$ cat config.mk
export PLATFORM = sky130hd
export DESIGN_NAME = risc_dof_hazard_ctrl
export DESIGN_NICKNAME = d
export VERILOG_FILES = /design/src/rtl/risc_dof_hazard_ctrl.sv
export SDC_FILE = /design/constraint.sdc
export NUM_CORES = 1
export LEC_CHECK = 0
export BUFFER_PORTS_ARGS = -buffer_cell sky130_fd_sc_hd__buf_4
export CORE_MARGIN = 5
export CORE_UTILIZATION = 49
export CTS_CLUSTER_DIAMETER = 60
export DETAILED_ROUTE_END_ITERATION = 6
export GPL_ROUTABILITY_DRIVEN = 0
export GPL_TIMING_DRIVEN = 1
export PLACE_DENSITY = 0.84
export SLEW_MARGIN = 25
export SYNTH_ARGS = -nofsm -noshare
export SYNTH_HDL_FRONTEND = slang
export SYNTH_SLANG_ARGS = --single-unit
$ cat constraint.sdc
create_clock -name clk -period 4.5 [get_ports clk]
set_input_delay 0.9 -clock clk [delete_from_list [all_inputs] [get_ports clk]]
set_output_delay 0.9 -clock clk [all_outputs]
set_load 0.01 [all_outputs]
$ cat src/rtl/risc_dof_hazard_ctrl.sv
// rtl/risc_dof_hazard_ctrl.sv - DOF-stage hazard scoreboard, stall and branch-flush sequencer
module risc_dof_hazard_ctrl #(
    parameter int PIPE_DEPTH   = 2,
    parameter int BRANCH_FLUSH = 2,
    parameter int CNT_W        = 16
) (
    input  logic             clk,
    input  logic             reset,
    input  logic             dof_valid,
    input  logic [4:0]       dof_aa,
    input  logic [4:0]       dof_ba,
    input  logic [4:0]       dof_da,
    input  logic             dof_rw,
    input  logic             dof_use_a,
    input  logic             dof_use_b,
    input  logic             ex_branch_taken,
    output logic             stall_if,
    output logic             bubble_ex,
    output logic             flush_dof,
    output logic [1:0]       ctrl_state,
    output logic [CNT_W-1:0] hazard_count
);

    localparam int FC_W = (BRANCH_FLUSH > 2) ? $clog2(BRANCH_FLUSH) : 1;
    localparam logic [FC_W-1:0] FLUSH_LOAD = FC_W'(BRANCH_FLUSH - 1);

    typedef enum logic [1:0] {
        ST_RUN   = 2'b00,
        ST_STALL = 2'b01,
        ST_FLUSH = 2'b10
    } state_t;

    state_t                     state, state_nxt;
    logic [FC_W-1:0]            fcnt, fcnt_nxt;
    logic [PIPE_DEPTH-1:0]      sb_v;
    logic [PIPE_DEPTH-1:0][4:0] sb_da;

    logic match_a, match_b, hazard, flush_raw, issue;

    always_comb begin
        match_a = 1'b0;
        match_b = 1'b0;
        for (int i = 0; i < PIPE_DEPTH; i++) begin
            if (sb_v[i] && (sb_da[i] == dof_aa)) match_a = 1'b1;
            if (sb_v[i] && (sb_da[i] == dof_ba)) match_b = 1'b1;
        end
    end

    // R0 is hardwired zero, so it can never carry a dependency.
    assign hazard = dof_valid &
                    ((dof_use_a & (dof_aa != 5'd0) & match_a) |
                     (dof_use_b & (dof_ba != 5'd0) & match_b));

    assign flush_raw  = (state == ST_FLUSH) | ex_branch_taken;
    assign flush_dof  = reset & flush_raw;
    assign stall_if   = reset & hazard & ~flush_raw;
    assign bubble_ex  = ~reset | stall_if | flush_dof;
    assign ctrl_state = reset ? state : ST_RUN;
    assign issue      = dof_valid & ~stall_if & ~flush_dof;

    // fcnt holds the FLUSH-state cycles still to come after the branch cycle itself.
    always_comb begin
        state_nxt = state;
        fcnt_nxt  = fcnt;
        if (ex_branch_taken) begin
            if (BRANCH_FLUSH > 1) begin
                state_nxt = ST_FLUSH;
                fcnt_nxt  = FLUSH_LOAD;
            end else begin
                state_nxt = ST_RUN;
                fcnt_nxt  = '0;
            end
        end else begin
            case (state)
                ST_RUN:   if (hazard) state_nxt = ST_STALL;
                ST_STALL: if (!hazard) state_nxt = ST_RUN;
                ST_FLUSH: begin
                    if (fcnt <= FC_W'(1)) begin
                        state_nxt = ST_RUN;
                        fcnt_nxt  = '0;
                    end else begin
                        fcnt_nxt = fcnt - FC_W'(1);
                    end
                end
                default:  state_nxt = ST_RUN;
            endcase
        end
    end

    always_ff @(posedge clk) begin
        if (!reset) begin
            state        <= ST_RUN;
            fcnt         <= '0;
            sb_v         <= '0;
            sb_da        <= '0;
            hazard_count <= '0;
        end else begin
            state <= state_nxt;
            fcnt  <= fcnt_nxt;
            for (int i = PIPE_DEPTH - 1; i > 0; i--) begin
                sb_v[i]  <= sb_v[i-1];
                sb_da[i] <= sb_da[i-1];
            end
            sb_v[0]  <= issue & dof_rw & (dof_da != 5'd0);
            sb_da[0] <= dof_da;
            if (stall_if && (hazard_count != {CNT_W{1'b1}}))
                hazard_count <= hazard_count + CNT_W'(1);
        end
    end

endmodule

**After elaboration in Yosys (flattened, before gate mapping)**

Index checks and enable logic that the tools add are counted.
W data, S select, Z words.

- Output and inout bits: 21
- Flip-flop bits (word level): 31
- Logic and storage cells: 69

- Bitwise logic cells: 20
- Reductions and logical operators: 13
- Multiplexer cells: 13
- Order comparisons: 1
- Add/sub/neg operators: 2
- Equality and inequality tests: 13

Operators with widths:

| cell | number |
|---|---|
| $eq A5 B5 Y1 | 4 |
| $add A16 B1 Y16 const B | 1 |
| $ne A16 B16 Y1 const B | 1 |
| $reduce_bool A5 Y1 | 3 |
| $and A1 B1 Y1 | 12 |
| $mux W2 | 5 |
| $mux W1 | 7 |
| $ne A3 B3 Y1 const B | 2 |
| $pmux W2 S3 | 1 |
| $reduce_and A3 Y1 | 2 |
| $logic_and A1 B1 Y1 | 5 |
| $ne A2 B2 Y1 const B | 2 |
| $not A1 Y1 | 4 |
| $or A1 B1 Y1 | 4 |
| $ne A3 B2 Y1 const B | 1 |
| $eq A2 B1 Y1 const B | 1 |
| $eq A2 B2 Y1 const B | 1 |
| $logic_not A2 Y1 | 1 |
| $ne A2 B1 Y1 const B | 1 |
| $reduce_bool A2 Y1 | 1 |
| $reduce_or A2 Y1 | 1 |
| $le A1 B1 Y1 const B | 1 |
| $sub A1 B1 Y1 const B | 1 |

**Longest topological paths before layout**

Gate-level depths: netlist of run 1.

- Depth after elaboration: 14
- Mapped depth: 9
- Depth with buffers taken out: 7

**Worst setup path before layout of run 1**

No wires, ideal clock.

- Path type: input port to output port
- Start point: in dof_ba[4]
- End point: out stall_if
- Buffers on the path: 0
- Path slack: 1.536 ns
- Arrival: 2.064 ns
- Stages: 6
- Path through: xor2_1 nor4_2 a32oi_1 o22ai_1 nand3_1 nor2_1

- Longest elaborated chain between the ends: 9
- Elaborated cells on any way between the ends: 13
- Those cells by class: eq/ne: 2; mux: 2; bitwise: 6; reduce/logical: 3

Ends and longest elaborated chain:

| what | line | text |
|---|---|---|
| from (decl) | 11 | `input logic [4:0] dof_ba,` |
| $eq A5 B5 Y1 | 45 | `if (sb_v[i] && (sb_da[i] == dof_ba)) match_b = 1'b1;` |
| $logic_and A1 B1 Y1 | 45 |  |
| $mux W1 (2 in a row) | 45 |  |
| $and A1 B1 Y1 * | 52 | `(dof_use_b & (dof_ba != 5'd0) & match_b));` |
| $or A1 B1 Y1 * | 51 | `((dof_use_a & (dof_aa != 5'd0) & match_a) \|` |
| $and A1 B1 Y1 * | 50 | `assign hazard = dof_valid &` |
| $and A1 B1 Y1 * (2 in a row) | 56 | `assign stall_if = reset & hazard & ~flush_raw;` |
| to (decl) | 17 | `output logic stall_if,` |

Every way passes the cells marked *; elsewhere a longest branch is shown, timed or not.

**Worst setup path in the final report of run 1**

Ends and elaborated chain as after synthesis.

==> impl_metrics.tcl, run 1 <==
set metrics [dict create \
    status "finished clean" \
    cts_tree "yes" \
    worstRegToRegCells 8 \
    syn_area_um2 1570 \
    core_area_um2 3050 \
    layout_setup_ws_ns 1.04 \
    crit_required_ns 3.60 \
    tns_ns 0 \
    start_util_pct 51.4 \
    grt_max_degree 35 \
    cts_setup_buffers 0 \
    die_y_um 66.6 \
    pre_cts_ws_ns 1.07 \
    antenna_found_initial 0 \
    clkPwrFrac_pct 31.5 \
    synth_fp_nets 199 \
    power.total_mw 0.481 \
    cts_max_level 2 \
    overflow 0 \
    clockBufferDepth 2 \
    start_kind "input pin" \
    final_cell_area_um2 1960 \
    hp-start "state[1]" \
    drt_iter0_markers 43 \
    wl_per_cell_um 13.8 \
    stdcell_count 261 \
    switching_share_pct 23.4 \
    hold_depth 1 \
    switchingPower_mw 0.113 \
    postRouteWirelength_um 3600 \
    synth_top_family_by_area "simple AND/OR/NAND/NOR gates" \
    cellLeakagePower_nw 0.787 \
    tightest_slew_ns 0.753 \
    ir_worst_vdd_mv 0.166 \
    vias 1432 \
    worst_clock_skew_ns 0.00960 \
    ios 43 \
    cts-buffers-inserted 5 \
    holdCritPathClass "register to register" \
    cts.clk_slew.worst_paths_ns 0.08 \
    cts_repair_resize_count 0 \
    routed_via_density 5.49 \
    timing.rr.end "hazard_count[10]" \
    die_area_um2 4430 \
    p_comb_share_pct 11.2 \
    track_usage_pct 17.9 \
    dp.cells 255 \
    period_share_pct 76.8 \
    drc 0 \
    powerDensity_nw_per_um2 245 \
    whs_endpoint "state[0]" \
    first_global_vias 1307 \
    postPlaceCellArea_um2 1910 \
    drive_above_1_share_pct 23.5 \
    hold_buffers 0 \
    cts_root_buf "clkbuf_4" \
    n_antenna_cell 0 \
    end_kind "primary output" \
    die_x_um 66.6 \
    place_hpwl_um 2720 \
    syn_inst 176 \
    path_class "input pin to primary output" \
    synthToLayoutAreaGrowth_pct 25.1 \
    rrSetupSlack_ns 2.00 \
    critical_path_peak_fanout 5 \
    max_freq_mhz 289 \
    drv_cap 0 \
    ys_warn_count 0 \
    rsz0062_at_grt "no" \
    finalSetupViolations 0 \
    hold_viol 0 \
    ys_ff_latch 30 \
    drv_slew 0 \
    portBuffers 42 \
    synthMuxAreaShare_pct 3.83 \
    rows 20 \
    ys_seq_area_share_pct 38.3 \
    synth_compound_area_share_pct 13.4 \
    synth_xor_area_share_pct 11.2 \
    cts.sinks 30 \
    drtPass1Iterations 5 \
    synth-simple-area-share_pct 29.1 \
    clk_latency_ns 0.32 \
    slew-limit-headroom_pct 49.5 \
    antenna_left 0 \
    grt_pass1_wl_um 6020 \
    synth_cell_types 35 \
    fin_nets 241 \
    syn-mean-instance-area_um2 8.91 \
    intPower_mw 0.368 \
    cp.arrival_ns 2.56 \
    timing.rr.start "hazard_count[0]" \
    min_period_ns 3.46 \
    yosys.area_share.adder_pct 0.798 \
    pwr-share-seq_pct 57.2 \
]
[power by group through the flow]
stage / sequential, mW / clock [mW] / combinational (mW)
finish: 0.275 / 0.152 / 0.0541
global placement: 0.281 / 0 / 0.0527
global route: 0.276 / 0.169 / 0.0592
detailed placement: 0.282 / 0 / 0.0540
CTS: 0.275 / 0.157 / 0.0544
floorplan: 0.280 / 0 / 0.0276
[placed cells by master, fill, tap and decap left out, types with 4 or more instances in the layout]
master and instances:
mux2i_1 6, buf_4 43, clkbuf_4 5, nand3_1 10, nand4_1 5, nand2b_1 8
dfxtp_1 30, a21oi_1 8, nand2_1 11, xnor2_1 4, nor3_1 4, xor2_1 16
nor2_1 4, and2_1 16, or4_1 8, o31ai_1 5
[worst max-delay path, cell delays in order]
cell and delay (ns):
buf_4 0.12, xor2_1 0.15, nor4_2 0.31, a32oi_1 0.17
o22ai_1 0.41, nand3_1 0.23, nor2_1 0.13, buf_4 0.13
[stage by stage]
step | util (%) | hold WS (ns)
after floorplan | - | 0.412
after global placement | 62.5 | 0.433
after detailed placement | 62.5 | 0.441
after global routing | 64.2 | 0.478
after CTS | 64.2 | 0.452
final | 64.2 | 0.448
[kinds of logic after synthesis]
family	after synthesis
AO/OA/AOI/OAI	30
XOR/XNOR	20
adder cells (fa/ha/maj)	1
buffers and inverters	11
flip-flops	30
multiplexers	6
AND/OR/NAND/NOR	78
[synthesized netlist by cell type]
master | number | share of area, %
and2_1 | 16 | 6.4
o2111a_1 | 1 | 0.72
xor2_1 | 16 | 8.9
and2_0 | 1 | 0.40
inv_1 | 2 | 0.48
nand2_1 | 11 | 2.6
a21oi_1 | 8 | 2.6
o22a_1 | 1 | 0.56
o22ai_1 | 1 | 0.40
buf_6 | 1 | 0.72
o41ai_1 | 3 | 1.7
mux2i_1 | 6 | 3.8
o21ai_1 | 1 | 0.32
or3_1 | 1 | 0.40
dfxtp_1 | 30 | 38
o31a_1 | 1 | 0.56
nand4_1 | 5 | 2.0
nand2b_1 | 8 | 3.2
and3_1 | 3 | 1.2
nor2_1 | 4 | 0.96
nand3_1 | 10 | 3.2
or4_1 | 8 | 3.8
xnor2_1 | 4 | 2.2
nor3_1 | 4 | 1.3
nor4_1 | 3 | 1.2
and4_1 | 3 | 1.7
o311ai_0 | 3 | 1.7
nor4_2 | 1 | 0.80
o31ai_1 | 6 | 2.9
buf_2 | 3 | 0.96
clkbuf_1 | 4 | 0.96
o21ai_0 | 3 | 0.96
clkinv_1 | 1 | 0.24
a32oi_1 | 2 | 1.1
ha_1 | 1 | 0.80
[worst max-delay path by stage]
| stage | start | to | slack, ns | depth (start not counted) |
|---|---|---|---|---|
| final | dof_ba[4] | stall_if | 1.04 | 8 |
| after detailed placement | dof_ba[4] | bubble_ex | 1.07 | 8 |
| after global placement | dof_ba[0] | bubble_ex | 1.14 | 7 |
| after CTS | dof_ba[4] | bubble_ex | 1.07 | 8 |
| after floorplan | dof_ba[4] | stall_if | 1.54 | 6 |
| after global routing | dof_ba[0] | stall_if | 0.81 | 8 |
[per-layer routing]
metal	global-route usage, %	share of wire, %	vias to the layer above
met5	0	0	-
li1	-	-	726
met2	28.5	46	39
met3	5.56	6.5	6
met4	7.11	1.7	0
met1	22.2	46	661
[cell type report]
type / count / area, µm²
Tap cell: 44 / 55.1
Multi-Input combinational cell: 135 / 920
Fill cell: 285 / 1090
Clock buffer: 6 / 51.3
Inverter: 3 / 11.3
Sequential cell: 30 / 601
Timing Repair Buffer: 43 / 323
[registers in the layout, indices dropped and copies added, names as in the netlist]
name	count
sb_v	2
sb_da	10
state	2
hazard_count	16
No activity file was read; power rests on OpenSTA's default activity.
==> run 2: changes to the inputs <==
--- a/config.mk
+++ b/config.mk
@@ -5,6 +5,7 @@
 export SDC_FILE = /design/constraint.sdc
 export NUM_CORES = 1
 export LEC_CHECK = 0
+export ABC_AREA = 1
 export BUFFER_PORTS_ARGS = -buffer_cell sky130_fd_sc_hd__buf_4
 export CORE_MARGIN = 5
 export CORE_UTILIZATION = 49
@@ -12,7 +13,7 @@
 export DETAILED_ROUTE_END_ITERATION = 6
 export GPL_ROUTABILITY_DRIVEN = 0
 export GPL_TIMING_DRIVEN = 1
-export PLACE_DENSITY = 0.84
+export PLACE_DENSITY = 0.83
 export SLEW_MARGIN = 25
 export SYNTH_ARGS = -nofsm -noshare
 export SYNTH_HDL_FRONTEND = slang
==> constraint.sdc (replaced) <==
create_clock -name clk -period 3.54 [get_ports clk]
set_input_delay 0.708 -clock clk [delete_from_list [all_inputs] [get_ports clk]]
set_output_delay 0.708 -clock clk [all_outputs]
set_load 0.01 [all_outputs]
==> run 2 against run 1 <==
Compared with the run above: synthesized cell count rose by 65%; via count rose by 26%; largest cell class unchanged; flip-flop and latch count did not move; sequential power rose by 27%; non-clock buffer count did not move; worst setup slack improved by 0.039 ns; register-to-register slack got worse by 0.40 ns.
==> impl_metrics.tcl, run 2 <==
set metrics [dict create \
    status "finished clean" \
    period_share_pct 69.5 \
    final_util_pct 62.6 \
    synth.most_common_cell "nand2_1" \
    holdCritPathClass "register to register" \
    synthArstFlopShare_pct 0 \
    p_comb_share_pct 10.6 \
    finalSetupViolations 0 \
    postPlaceCellArea_um2 2200 \
    syn_inst 290 \
    clk_latency_ns 0.28 \
    layout_setup_ws_ns 1.08 \
    pwr-share-seq_pct 49.6 \
    powerDensity_nw_per_um2 307 \
    cts_setup_buffers 0 \
    tns_ns 0 \
    fin_nets 358 \
    drv_slew 0 \
    hold_buffers 0 \
    synth_cell_types 29 \
    yosys.area.top_type_share_pct 32.4 \
    antenna_found_initial 0 \
    hold_viol 0 \
    antenna_left 0 \
    drt_iter0_markers 98 \
    first_global_vias 1709 \
    worst_clock_skew_ns 0.00228 \
    whs_endpoint "sb_da[6]" \
    n_antenna_cell 0 \
    path_class "input pin to primary output" \
    synth.top_cells.by_area "dfxtp_1, nand2_1, inv_1, xor2_1, nor2_1" \
    cts_repair_resize_count 0 \
    clkPwrFrac_pct 39.8 \
    seq_area_um2 601 \
    routed_via_density 4.71 \
    drc 0 \
    cts_tree "yes" \
    ys_ff_latch 30 \
    cp.arrival_ns 1.75 \
    clockBufferDepth 2 \
    intPower_mw 0.534 \
    cts.clk_slew.worst_paths_ns 0.06 \
    largest_reg_flops 16 \
    synth_area_leader_cell "dfxtp_1" \
    core_area_um2 3660 \
    ys_warn_count 0 \
    cts_root_buf "clkbuf_8" \
    top_register "hazard_count" \
    synth-main-ff-cell "dfxtp_1" \
    max_freq_mhz 407 \
    synth_edf_count 0 \
    vias 1809 \
    crit_slowest_cell "buf_4" \
    switching_share_pct 24.2 \
    top_regs "hazard_count x16, sb_da x10" \
    cellLeakagePower_nw 1.18 \
    postRouteWirelength_um 4030 \
    multi_input_area_um2 1030 \
    drive_above_1_share_pct 25.0 \
    crit_chain "buf_4, nor2_1, nand3_1, o21ai_0, inv_1, nand2_1, nand2_4, nand2_1, nand3_1, buf_4" \
    track_usage_pct 17.1 \
    start_kind "input pin" \
    cts_max_level 2 \
    critical_path_peak_fanout 5 \
    ios 43 \
    slew-limit-headroom_pct 63.5 \
    min_period_ns 2.46 \
    pre_cts_ws_ns 1.10 \
    layout_commonest_cell "nand2_1" \
    cts.sinks 30 \
    portBuffers 42 \
    critPathTopFamily "simple AND/OR/NAND/NOR gates" \
    synth_fp_nets 313 \
    overflow 0 \
    rows 22 \
    switchingPower_mw 0.170 \
    netlist_top_cells_count "nand2_1, inv_1, dfxtp_1" \
    synthToLayoutAreaGrowth_pct 23.7 \
    grt_pass1_wl_um 6930 \
    die_x_um 71.5 \
    syn-mean-instance-area_um2 6.39 \
    final_cell_area_um2 2290 \
    die_y_um 71.5 \
    drtPass1Iterations 4 \
    ir_worst_vdd_mv 0.247 \
    drv_cap 0 \
    start_util_pct 50.6 \
    crit_required_ns 2.83 \
    place_hpwl_um 3100 \
    worstRegToRegCells 8 \
    hp-start "sb_da[1]" \
    timing.rr.start "hazard_count[0]" \
    fillers 355 \
    rsz0062_at_grt "no" \
    tightest_slew_ns 0.548 \
    die_area_um2 5110 \
    cp_slowest_stage_delay_ns 0.17 \
    grt_max_degree 19 \
    critPathBufInv 3 \
    rrSetupSlack_ns 1.60 \
    final_cell_mix "nand2_1, inv_1, buf_4, dfxtp_1, nor2_1" \
    timing.rr.end "hazard_count[3]" \
    ys_seq_area_share_pct 32.4 \
    power.total_mw 0.704 \
    hold_depth 2 \
    end_kind "primary output" \
    wl_per_cell_um 10.5 \
    syn_area_um2 1850 \
    cts-buffers-inserted 5 \
]
-- run 2: cells by family after synthesis --
family / Yosys count / share of synthesized area (%)
AND/OR/NAND/NOR: 171 / 41.1
XOR/XNOR: 13 / 6.14
AO/OA/AOI/OAI: 21 / 7.90
buffers and inverters: 54 / 11.8
adder cells (fa/ha/maj): 1 / 0.675
flip-flops: 30 / 32.4
-- run 2: layout make-up --
type,count,share of cell area [%]
inverter,49,8.02
clock inverter,1,0.218
sequential,30,26.2
tap,48,2.62
clock buffer,7,3.77
multi-input combinational,206,45.1
timing repair buffer,43,14.1
-- run 2: power by group through the flow --
stage,sequential (mW),clock (mW),combinational (mW)
floorplan,0.355,0,0.0418
global placement,0.356,0,0.0741
detailed placement,0.357,0,0.0754
CTS,0.349,0.291,0.0757
global route,0.350,0.311,0.0849
finish,0.349,0.280,0.0749
-- run 2: worst max-delay path by stage --
| stage | from | endpoint | slack (ns) | cells after the start |
|---|---|---|---|---|
| 2_1_floorplan | reset | flush_dof | 1.23 | 4 |
| 3_3_place_gp | dof_aa[1] | bubble_ex | 1.12 | 10 |
| 3_5_place_dp | dof_aa[1] | bubble_ex | 1.10 | 10 |
| 4_1_cts | dof_aa[1] | bubble_ex | 1.09 | 10 |
| 5_1_grt | dof_ba[3] | bubble_ex | 0.97 | 12 |
| 6_report | dof_aa[1] | bubble_ex | 1.08 | 10 |
-- run 2: metal layers --
metal	track usage, %	wire length, µm	up-vias	share of wire (%)
li1	-	-	966	-
met1	18.7	1760	787	44
met2	30.0	2000	50	49
met3	6.31	217	6	5.4
met4	6.26	61	0	1.5
met5	0	0	-	0
-- run 2: stage by stage --
step | std cells | hold WS, ns
2_1_floorplan | 290 | 0.413
3_3_place_gp | 376 | 0.419
3_5_place_dp | 376 | 0.425
4_1_cts | 384 | 0.445
5_1_grt | 384 | 0.479
6_report | 384 | 0.442
-- run 2: worst min-delay path, delay by kind of cell (launching register included) --
family,cells,cell delay (ns)
simple gates,1,0.06
flops,1,0.31
buf+inv,1,0.04
